==> src/rtl/alu_uart_core_pkg.sv <==
// Shared definitions for the ALU/UART datapath.
// Holds the opcode values, the control FSM states and the 8N1 frame constants.
package alu_uart_core_pkg;

  localparam logic [2:0] OP_ADD = 3'b000;
  localparam logic [2:0] OP_SUB = 3'b001;
  localparam logic [2:0] OP_MUL = 3'b010;
  localparam logic [2:0] OP_AND = 3'b011;
  localparam logic [2:0] OP_OR  = 3'b100;
  localparam logic [2:0] OP_XOR = 3'b101;
  localparam logic [2:0] OP_SHL = 3'b110;
  localparam logic [2:0] OP_EQ  = 3'b111;

  typedef enum logic [1:0] {
    ST_IDLE,
    ST_EXEC,
    ST_SEND,
    ST_DONE
  } state_t;

  localparam logic UART_START     = 1'b0;
  localparam logic UART_STOP      = 1'b1;
  localparam int   UART_DATA_BITS = 8;

endpackage

==> src/rtl/uart_tx_byte.sv <==
// Single-byte 8N1 transmitter: start bit, 8 data bits LSB first, stop bit.
// byte_done fires in the last stop-bit cycle so the next byte can be loaded back-to-back.
module uart_tx_byte
  import alu_uart_core_pkg::*;
#(
  parameter int CLKS_PER_BIT = 4
) (
  input  logic       clk,
  input  logic       rst_n,
  input  logic       ena,
  input  logic       load,
  input  logic [7:0] data,
  output logic       tx,
  output logic       busy,
  output logic       byte_done
);

  localparam int BAUD_W = (CLKS_PER_BIT > 1) ? $clog2(CLKS_PER_BIT) : 1;
  localparam logic [3:0]        LAST_BIT  = 4'(UART_DATA_BITS + 1);
  localparam logic [BAUD_W-1:0] LAST_TICK = BAUD_W'(CLKS_PER_BIT - 1);

  logic              active;
  logic [BAUD_W-1:0] baud_cnt;
  logic [3:0]        bit_idx;
  logic [7:0]        data_q;
  logic              bit_end;

  assign bit_end   = active && (baud_cnt == LAST_TICK);
  assign byte_done = ena && bit_end && (bit_idx == LAST_BIT);
  assign busy      = active;

  always_ff @(posedge clk or negedge rst_n) begin
    if (!rst_n) begin
      active   <= 1'b0;
      baud_cnt <= '0;
      bit_idx  <= '0;
      data_q   <= '0;
    end else if (ena) begin
      if (load) begin
        active   <= 1'b1;
        baud_cnt <= '0;
        bit_idx  <= '0;
        data_q   <= data;
      end else if (bit_end) begin
        baud_cnt <= '0;
        if (bit_idx == LAST_BIT) active <= 1'b0;
        else                     bit_idx <= bit_idx + 4'd1;
      end else if (active) begin
        baud_cnt <= baud_cnt + BAUD_W'(1);
      end
    end
  end

  // Line is driven purely from registers, so an async reset returns it to idle immediately.
  always_comb begin
    tx = UART_STOP;
    if (active) begin
      if (bit_idx == 4'd0)           tx = UART_START;
      else if (bit_idx != LAST_BIT)  tx = data_q[3'(bit_idx - 4'd1)];
    end
  end

endmodule

==> src/rtl/alu_uart_core.sv <==
// Operand capture, one-cycle ALU execution and byte-wise UART serialisation of the result.
// busy covers the whole transaction; done pulses once after the final stop bit.
module alu_uart_core
  import alu_uart_core_pkg::*;
#(
  parameter int WIDTH        = 4,
  parameter int CLKS_PER_BIT = 4
) (
  input  logic               clk,
  input  logic               rst_n,
  input  logic               ena,
  input  logic               start,
  input  logic [WIDTH-1:0]   a,
  input  logic [WIDTH-1:0]   b,
  input  logic [2:0]         opcode,
  output logic [2*WIDTH-1:0] result,
  output logic               zero,
  output logic               carry,
  output logic               result_valid,
  output logic               uart_tx,
  output logic               busy,
  output logic               done
);

  localparam int RW     = 2 * WIDTH;
  localparam int NBYTES = (RW + 7) / 8;

  state_t              state, next_state;
  logic [WIDTH-1:0]    a_q, b_q;
  logic [2:0]          op_q;
  logic [2:0]          byte_idx;
  logic [RW-1:0]       ae, be, alu_res;
  logic                alu_carry;
  logic [NBYTES*8-1:0] padded;
  logic [7:0]          tx_data;
  logic                tx_load, tx_busy, tx_done;

  assign ae   = RW'(a_q);
  assign be   = RW'(b_q);
  assign busy = (state != ST_IDLE);
  assign done = (state == ST_DONE);

  always_comb begin
    alu_res   = '0;
    alu_carry = 1'b0;
    case (op_q)
      OP_ADD: begin
        alu_res   = ae + be;
        alu_carry = alu_res[WIDTH];
      end
      OP_SUB: begin
        alu_res   = ae - be;
        alu_carry = (a_q < b_q);
      end
      OP_MUL:  alu_res = ae * be;
      OP_AND:  alu_res = ae & be;
      OP_OR:   alu_res = ae | be;
      OP_XOR:  alu_res = ae ^ be;
      OP_SHL:  alu_res = (int'(b_q) >= RW) ? '0 : (ae << b_q);
      OP_EQ:   alu_res = RW'(a_q == b_q);
      default: alu_res = '0;
    endcase
  end

  // Bytes above RW are zero-padded; byte_idx counts bytes already handed to the transmitter.
  always_comb begin
    padded         = '0;
    padded[RW-1:0] = result;
    tx_data        = '0;
    for (int k = 0; k < NBYTES; k++) begin
      if (int'(byte_idx) == k) tx_data = padded[8*k +: 8];
    end
  end

  always_comb begin
    next_state = state;
    tx_load    = 1'b0;
    case (state)
      ST_IDLE: if (start) next_state = ST_EXEC;
      ST_EXEC: next_state = ST_SEND;
      ST_SEND: begin
        if (!tx_busy) begin
          tx_load = 1'b1;
        end else if (tx_done) begin
          if (byte_idx == 3'(NBYTES)) next_state = ST_DONE;
          else                        tx_load    = 1'b1;
        end
      end
      ST_DONE: next_state = ST_IDLE;
      default: next_state = ST_IDLE;
    endcase
  end

  always_ff @(posedge clk or negedge rst_n) begin
    if (!rst_n) begin
      state        <= ST_IDLE;
      a_q          <= '0;
      b_q          <= '0;
      op_q         <= '0;
      result       <= '0;
      zero         <= 1'b0;
      carry        <= 1'b0;
      result_valid <= 1'b0;
      byte_idx     <= '0;
    end else if (ena) begin
      state        <= next_state;
      result_valid <= 1'b0;
      if (state == ST_IDLE && start) begin
        a_q  <= a;
        b_q  <= b;
        op_q <= opcode;
      end
      if (state == ST_EXEC) begin
        result       <= alu_res;
        zero         <= (alu_res == '0);
        carry        <= alu_carry;
        result_valid <= 1'b1;
        byte_idx     <= '0;
      end
      if (tx_load) byte_idx <= byte_idx + 3'd1;
    end
  end

  uart_tx_byte #(
    .CLKS_PER_BIT(CLKS_PER_BIT)
  ) u_tx (
    .clk      (clk),
    .rst_n    (rst_n),
    .ena      (ena),
    .load     (tx_load),
    .data     (tx_data),
    .tx       (uart_tx),
    .busy     (tx_busy),
    .byte_done(tx_done)
  );

endmodule

==> config.mk <==
export PLATFORM = sky130hd
export DESIGN_NAME = alu_uart_core
export DESIGN_NICKNAME = d
export VERILOG_FILES = /design/src/rtl/alu_uart_core_pkg.sv /design/src/rtl/uart_tx_byte.sv /design/src/rtl/alu_uart_core.sv
export SDC_FILE = /design/constraint.sdc
export NUM_CORES = 1
export LEC_CHECK = 0
export CAP_MARGIN = 20
export CORE_MARGIN = 2
export CORE_UTILIZATION = 45
export DETAILED_ROUTE_END_ITERATION = 10
export GPL_TIMING_DRIVEN = 0
export PLACE_DENSITY_LB_ADDON = 0.15
export REMOVE_ABC_BUFFERS = 1
export SYNTH_ARGS = -nofsm -noshare
export SYNTH_HDL_FRONTEND = slang
export SYNTH_SLANG_ARGS = --single-unit
==> constraint.sdc <==
create_clock -name clk -period 6.9 [get_ports clk]
set_clock_uncertainty 0.2 [all_clocks]
set_input_delay 1.38 -clock clk [delete_from_list [all_inputs] [get_ports clk]]
set_output_delay 1.38 -clock clk [all_outputs]
set_load 0.01 [all_outputs]
==> metrics <==
# DRC 0; antenna cell count 0; filler cell count 650; final hold vios 0; Rows 30; PortBufs 28; DIE WIDTH 88.9 um; setup TNS 0 ns; Synth Register Bits 42; Clock power frac 13.3%; hold endpoint carry; later-pin clock latency in the skew report 0.29 ns; Remaining Overflow, GRT 0; Hold WS 0.281 ns; commonest non-fill, non-tap cell in the layout nand2_1; die area 0.00790 mm^2; post-layout util 54.1%; first-pass GRT wire length 11,700 um; sequential fraction of the synthesis area 32.4%; Synth async-reset ratio 100%; Int Pwr 998 uW; period utilization 58.5%; GPL Wtd Cong 0.883; reg-to-reg slack, setup 3.06 ns; Crit Path Category flip-flop to output pin; synthesized cell area 0.00324 mm^2; synth unique cells 55; Peak Freq 0.248 GHz; root buf cell clkbuf_8; DRT antenna net count 0; H-tree Lvls 2; Syn Inst Count 354; hold depth 2; # nets final 435; Synth Warn # 0; die height 88.9 um; I/O pin cnt 29; sw frac 44.2%; post-cts resize count 0; fin crit period 4.03 ns; Core Area 0.00687 mm^2; Pleak 1.72 nW; Layout area overhead 14.6%; most frequent cells in the layout nand2_1 (48), dfrtp_1 (42), ha_1 (38); CTS sink cnt 42; crit end category output pin; initial antenna violation count 0; Vias/cell 5.38; Seq pwr share 27.9%; hold crit path type flip-flop to flip-flop; number of flops mapped to enable cells by yosys 0; CTS Hold Bufs 0; setup violators final 0; Slew Limit Fails 0; share of layout cells above drive strength 1 8.22%; CP max FO 7; Power Density 482 mW/mm^2; reg-to-reg startpoint a_q[1]; clk slew on worst S/H paths 0.08 ns; status completed; DR WL/cell 14.2 um; Net Switching 792 uW; CTS tree yes; crit start category flip-flop; WP data required 5.32 ns; wirelength, routed 6690 um; dominant synthesized flop cell dfrtp_1; drt first pass iters 6; Worst R2R Path Depth 12; Initial DRC Count 168; postcts setup bufs 0; Reg-to-Reg End zero; global router's overall resource usage 18.9%; syn_area_per_cell 9.16 um^2; Clock Path Buffers 2; transition time of the tightest slew-check pin 0.609 ns; vias in the first global route 2,479; RSZ-0062 raised after global routing no; Worst Hold Launch carry; Worst VDD drop 0.216 mV; via count 2,547; TritonCTS Buffers 5; detailed placement HPWL 5240 um; pin count of the biggest net entering global routing 41; Worst EP arrival 2.45 ns; Initial Utilization 47.2%; relative slew slack 59.3%; Comb pwr share 58.9%; Max-cap violations 0
==> logic make-up after synthesis <==
kind of cell,count (synthesis),synth area share (%)
compound gates,80,15.6
simple gates,110,16.0
mux,24,9.10
fa+ha+maj,44,18.4
buf+inv,46,6.33
xor+xnor,8,2.16
flops,42,32.4
==> worst max path at each step <==
stage | start | end | depth (start not counted)
floorplan | b_q[1] | zero | 11
finish | u_tx.bit_idx[0] | uart_tx | 7
detailed placement | ena | byte_idx[2] | 6
global placement | ena | byte_idx[2] | 6
global route | u_tx.bit_idx[0] | uart_tx | 7
CTS | u_tx.bit_idx[0] | uart_tx | 7
==> cell type report <==
type	instances	area, um^2	share of cell area [%]
multi-input cells	266	1990	53.5
flip-flops and latches	42	1050	28.3
repair buffers	29	295	7.95
inverters	32	120	3.23
well taps	96	120	3.23
clock buffers	6	82.6	2.22
clock inverters	2	60.1	1.62
==> sequential cells by signal, summed over array words and instances (netlist names) <==
register       count
u_tx.bit_idx       4
b_q                4
u_tx.busy          1
result             8
op_q               3
a_q                4
u_tx.data_q        8
result_valid       1
carry              1
byte_idx           3
zero               1
state              2
u_tx.baud_cnt      2
==> power by group through the flow <==
stage / combinational, mW / clock, mW / sequential, mW
3_5_place_dp: 1.05 / 0 / 0.503
6_report: 1.05 / 0.238 / 0.499
3_3_place_gp: 1.03 / 0 / 0.498
2_1_floorplan: 0.762 / 0 / 0.469
5_1_grt: 1.20 / 0.257 / 0.521
4_1_cts: 1.06 / 0.242 / 0.498
==> worst max-delay path: stages (launching register included) <==
cell and delay [ns]:
dfrtp_1 0.52, inv_1 0.11, ha_1 0.36, mux4_2 0.32, mux2i_1 0.14, a22o_1 0.17
nand2_1 0.06, clkdlybuf4s50_1 0.48
==> cell usage after synthesis, types with 4 or more instances <==
cell type	number	area share, %
a21oi_1	16	2.5
inv_1	32	3.7
dfrtp_1	42	32
xnor2_1	7	1.9
clkbuf_1	4	0.46
nand2b_1	6	1.2
nor2b_1	5	0.96
fa_1	6	3.7
nand3_1	10	1.5
nand2_1	48	5.6
nor2_1	22	2.5
mux2_2	14	4.9
o21ai_0	31	4.8
ha_1	38	15
buf_2	5	0.77
mux2i_1	7	2.2
==> through the flow <==
stage | cell area (um^2) | worst slack [ns] | power [mW] | cells
floorplan | 3160 | 3.44 | 1.23 | 340
global placement | 3560 | 2.99 | 1.53 | 464
detailed placement | 3570 | 2.98 | 1.55 | 465
CTS | 3720 | 2.85 | 1.80 | 473
global route | 3720 | 2.65 | 1.98 | 473
finish | 3720 | 2.87 | 1.79 | 473
==> per-layer routing <==
layer  routed length (um)  up-vias  track usage, %
met4                   42        0            3.86
met3                  324        5            3.14
met1                 3340     1205            27.9
met2                 2980       72            29.3
li1                     -     1265               -
met5                    0        -               0
Note: power is estimated with default switching activity, not from simulation.
